## src/rtl/uarttx.sv

```systemverilog
// 8N1 UART transmitter paced by a shared 16x baud enable, with a single-entry
// holding register so the next byte can be queued while a frame is shifting.
module uarttx (
    input  logic       clk,
    input  logic       reset,
    input  logic       bclk,
    input  logic [7:0] din,
    input  logic       load,
    output logic       txd,
    output logic       empty,
    output logic       busy,
    output logic       overrun,
    output logic [3:0] CS
);

    localparam logic [3:0] IDLE     = 4'd0;
    localparam logic [3:0] STARTBIT = 4'd1;
    localparam logic [3:0] BIT0     = 4'd2;
    localparam logic [3:0] BIT7     = 4'd9;
    localparam logic [3:0] STOPBIT  = 4'd10;

    logic [3:0] state_reg,     state_next;
    logic [3:0] bitcnt_reg,    bitcnt_next;
    logic [7:0] hold_reg,      hold_next;
    logic       hold_full_reg, hold_full_next;
    logic [7:0] shreg_reg,     shreg_next;
    logic       txd_reg,       txd_next;
    logic       overrun_reg,   overrun_next;

    logic       bit_end;
    logic       xfer;

    // A state ends on the 16th baud pulse counted since it was entered.
    assign bit_end = bclk && (bitcnt_reg == 4'd15);

    always_comb begin
        state_next     = state_reg;
        bitcnt_next    = bitcnt_reg;
        hold_next      = hold_reg;
        hold_full_next = hold_full_reg;
        shreg_next     = shreg_reg;
        txd_next       = txd_reg;
        overrun_next   = overrun_reg;
        xfer           = 1'b0;

        if (state_reg == IDLE) begin
            bitcnt_next = 4'd0;
            txd_next    = 1'b1;
            xfer        = hold_full_reg && bclk;
        end else if (state_reg >= STARTBIT && state_reg <= BIT7) begin
            if (bclk) begin
                bitcnt_next = bitcnt_reg + 4'd1;
            end
            if (bit_end) begin
                shreg_next = shreg_reg >> 1;
                if (state_reg == BIT7) begin
                    state_next = STOPBIT;
                    txd_next   = 1'b1;
                end else begin
                    state_next = state_reg + 4'd1;
                    txd_next   = shreg_reg[0];
                end
            end
        end else if (state_reg == STOPBIT) begin
            txd_next = 1'b1;
            if (bclk) begin
                bitcnt_next = bitcnt_reg + 4'd1;
            end
            if (bit_end) begin
                // A queued byte chains straight into the next start bit.
                if (hold_full_reg) begin
                    xfer = 1'b1;
                end else begin
                    state_next = IDLE;
                end
            end
        end else begin
            state_next  = IDLE;
            bitcnt_next = 4'd0;
            txd_next    = 1'b1;
        end

        if (xfer) begin
            shreg_next     = hold_reg;
            hold_full_next = 1'b0;
            bitcnt_next    = 4'd0;
            state_next     = STARTBIT;
            txd_next       = 1'b0;
        end

        // On the transfer edge the holding register is being vacated, so a
        // concurrent load is accepted rather than flagged as an overrun.
        if (load) begin
            if (!hold_full_reg || xfer) begin
                hold_next      = din;
                hold_full_next = 1'b1;
            end else begin
                overrun_next = 1'b1;
            end
        end
    end

    always_ff @(posedge clk or posedge reset) begin
        if (reset) begin
            state_reg     <= IDLE;
            bitcnt_reg    <= 4'd0;
            hold_reg      <= 8'd0;
            hold_full_reg <= 1'b0;
            shreg_reg     <= 8'd0;
            txd_reg       <= 1'b1;
            overrun_reg   <= 1'b0;
        end else begin
            state_reg     <= state_next;
            bitcnt_reg    <= bitcnt_next;
            hold_reg      <= hold_next;
            hold_full_reg <= hold_full_next;
            shreg_reg     <= shreg_next;
            txd_reg       <= txd_next;
            overrun_reg   <= overrun_next;
        end
    end

    assign txd     = txd_reg;
    assign empty   = !hold_full_reg;
    assign busy    = (state_reg != IDLE);
    assign overrun = overrun_reg;
    assign CS      = state_reg;

endmodule

```

## config.mk

```make
export PLATFORM = sky130hd
export DESIGN_NAME = uarttx
export DESIGN_NICKNAME = d
export VERILOG_FILES = /design/src/rtl/uarttx.sv
export SDC_FILE = /design/constraint.sdc
export NUM_CORES = 1
export LEC_CHECK = 0
export BUFFER_PORTS_ARGS = -buffer_cell sky130_fd_sc_hd__buf_2
export CORE_MARGIN = 4
export CORE_UTILIZATION = 45
export DETAILED_ROUTE_END_ITERATION = 16
export GPL_ROUTABILITY_DRIVEN = 0
export PLACE_DENSITY = 0.67
export SYNTH_ARGS = -nofsm -noshare
export SYNTH_HDL_FRONTEND = slang
export SYNTH_SLANG_ARGS = --single-unit
```

## constraint.sdc

```tcl
create_clock -name clk -period 2.13 [get_ports clk]
set_clock_uncertainty 0.05 [all_clocks]
set_input_delay 0.426 -clock clk [delete_from_list [all_inputs] [get_ports clk]]
set_output_delay 0.426 -clock clk [all_outputs]
set_load 0.1 [all_outputs]
```

==> metrics.md <==
| Metric | Value |
|---|---|
| Port Buf Inserts | 19 |
| Power Density | around 1800 mW/mm2 |
| Max Cap Viol | 0 |
| CP cell instances | inv_4, ha_1, or2_4, o31a_1, nand2b_4, mux2_4 |
| DR WL met2 | 1640 um |
| Top cells by area, synth | dfrtp_1 42%, mux2_2 6.6%, ha_1 4.9% |
| Hold-fix buffers, CTS | 0 |
| Num rows | 20 |
| Int Power | 1.61 mW |
| I/O pin count | 20 |
| Final wirelength | 3400 um |
| Core area | 0.00315 mm2 |
| Final hold violation count | 0 |
| Largest net degree at the start of global routing | 28 |
| Tightest Pin Transition | 0.489 ns |
| H-tree levels | 1 |
| Top cells by count, synth | 26 x dfrtp_1, 11 x nor3_1, 9 x mux2_2 |
| Async S/R FF share, synth | 100% |
| TritonCTS clock tree | built |
| Clock power frac | 6.7% |
| Ys flop type | dfrtp_1 |
| Net switching power | 1.60 mW |
| Seq cells post-synth | 27 |
| Buf+Inv Stages, Crit Path | 1 |
| Slowest-stage cell, CP | dfrtp_4 |
| Status | finished, final reports clean |
| Crit path max fanout | 9 |
| Hold Path Class | in2async |
| Top-count cell post-synth | dfrtp_1 |
| Share of the synthesized area in the top cell type | a little over two fifths |
| GRT overflow | 0 |
| P&R area growth vs syn | 18.6% |
| Vias per inst | 5.79 |
| Netlist Area Pre-Place | 0.00154 mm2 |
| Via count | 1234 |
| First-pass GRT wire length | 5720 um |
| Logic gate share of total power | 62.6% |
| Fin nets | 188 |
| Initial DRC count | 103 |
| Mapped Nets | 163 |
| Distinct cells, synth | 42 |
| Leakage | approximately 0.82 nW |
| Post-DP HPWL | 2510 um |
| Initial antenna violation count | 0 |
| Die ar. | 0.00441 mm2 |
| Mapped Avg Cell Area | 10.6 um2 |
| Crit end category | flip-flop |
| Initial Util | 48.7% |
| Die W | between 60 and 70 um |
| Layout cell share with drive strength beyond 1 | 37.9% |
| Biggest area consumer among synthesized cells | dfrtp_1 |
| Total CTS buffers | 3 |
| Yosys warns | 0 |
| Min Hold Slack | 0.0908 ns |
| Crit Path Category | reg2reg |
| Wire length per cell | 16.0 um |
| Clk_lat worst skew | 0.32 ns |
| DR WL met3 | 103 um |
| Worst path max stage delay | 0.48 ns |
| Clock-pin transition on the worst setup and hold timing paths | 0.14 ns |
| Drt first pass iters | 4 |
| CTS Root Cell | clkbuf_4 |
| CP Data Required Time | 2.30 ns |
| CP Launch Type | flip-flop |
| Total power | approximately 3.2 mW |
| EDFF count, synth | 0 |
| WP data arrival | ~2.2 ns |
| Sequential share of the synthesized area | ~44% |
| TritonCTS Sinks | 27 |
| Family with the most delay on the worst path | simple AND/OR/NAND/NOR gates |
| WL met1 | 1620 um |
| RSZ-0062 raised after global routing | false |
| ANT nets after route | 0 |
| Top Layer Used | met4 |
| Final setup fails | 0 |
| Clk buf depth | 2 |
| Final period utilization | 97.1% |
| Die Height | 66.4 um |
| Relative slew margins | 67.6% |
| Gr usage total | 16.8% |
| Clock period minus final worst setup slack | 2.07 ns |
| Number of fill cells in the layout | between 200 and 300 |
| Reg power frac | roughly 30% |
| Sw Share | 49.9% |
| Drt drc | 0 |
| Worst VDD drop | roughly 0.59 mV |
| Vias in the first global route | approximately 1300 |
| Fin util | slightly below 60% |
| Ant. Diodes | 0 |
| Slew Viols, Final | 0 |
| Cells after synthesis | 145 |
| Fmax | 0.484 GHz |
layout by cell type (no fill, tap or decap), types with 2 or more instances in the layout:
cell type / synthesis / routed
dfrtp_1: 26 / 22
nor3b_1: 2 / 2
xor2_1: 4 / 4
o31a_1: 2 / 2
a211oi_1: 4 / 4
o21ai_0: 3 / 2
o31ai_1: 7 / 7
ha_1: 6 / 4
nand4_1: 8 / 8
inv_4: 0 / 2
dfrtp_4: 0 / 3
buf_2: 5 / 18
clkbuf_4: 0 / 3
o21bai_1: 2 / 2
nor2_1: 4 / 2
nand2_1: 5 / 5
nor3_1: 11 / 11
buf_4: 0 / 11
mux2i_1: 2 / 2
mux2_2: 9 / 9
inv_1: 8 / 5
a31oi_1: 8 / 7
through the flow:
stage / std cells / TNS (ns) / setup slack (ns) / cell area [um2]
2_1_floorplan: 145 / -0.427 / -0.130 / 1600
3_3_place_gp: 208 / 0 / 0.0338 / 1780
3_5_place_dp: 208 / -0.000775 / -0.000775 / 1780
4_1_cts: 212 / 0 / 0.00405 / 1810
5_1_grt: 213 / 0 / 0.0117 / 1820
6_report: 213 / 0 / 0.0619 / 1820
per-layer routing:
layer / GRT usage, % / vias up
met2: 27.4 / 29
met3: 2.04 / 4
li1: - / 590
met4: 5.08 / 0
met1: 23.2 / 611
met5: 0 / -
tightest hold or removal path, cell delays in order:
cell and delay [ns]:
buf_2 0.09, inv_1 0.04, buf_4 0.32
path summary, 6_finish.rpt:
check	to	startpoint	slack [ns]	cells after the start
worst min register to register	overrun	overrun	0.44	1
min in group clk	hold_reg[1]	din[1]	0.28	2
max in group asynchronous	txd	reset	1.64	3
worst max-delay path	shreg_reg[7]	CS[0]	0.06	6
worst max register to register	shreg_reg[7]	CS[0]	0.06	6
worst min-delay path	bitcnt_reg[3]	reset	0.09	3
power by group through the flow:
stage	clock [mW]	combinational [mW]	sequential (mW)
2_1_floorplan	0	1.25	1.25
3_3_place_gp	0	1.93	0.982
3_5_place_dp	0	1.97	0.996
4_1_cts	0.225	1.98	0.986
5_1_grt	0.248	2.15	1.02
6_report	0.214	2.01	0.989
cells by family (layout without fill, tap and decap cells):
kind of cell	count (synthesis)	count (layout)	synth area share, %
fa+ha+maj	6	6	4.89
simple gates	42	42	16.7
buf+inv	18	42	5.29
flops	27	27	44.1
xor+xnor	4	4	2.28
compound gates	36	36	17.9
mux	12	12	8.88
cell type report:
cell class | count | area [um2] | share of cell area (%)
Inverter | 8 | 38.8 | 2.13
Sequential cell | 27 | 689 | 37.8
Multi-Input combinational cell | 100 | 821 | 45.0
Timing Repair Buffer | 30 | 193 | 10.6
Clock buffer | 4 | 26.3 | 1.44
Tap cell | 44 | 55.1 | 3.02
repair_timing:
item                                    CTS  global route
endpoints found under the hold margin     0             0
endpoints found under the setup margin    9            17
setup buffers                             0             1
pin swaps                                 0             1
gates resized for setup                   2             2
Note: power is estimated with default switching activity, not from simulation.
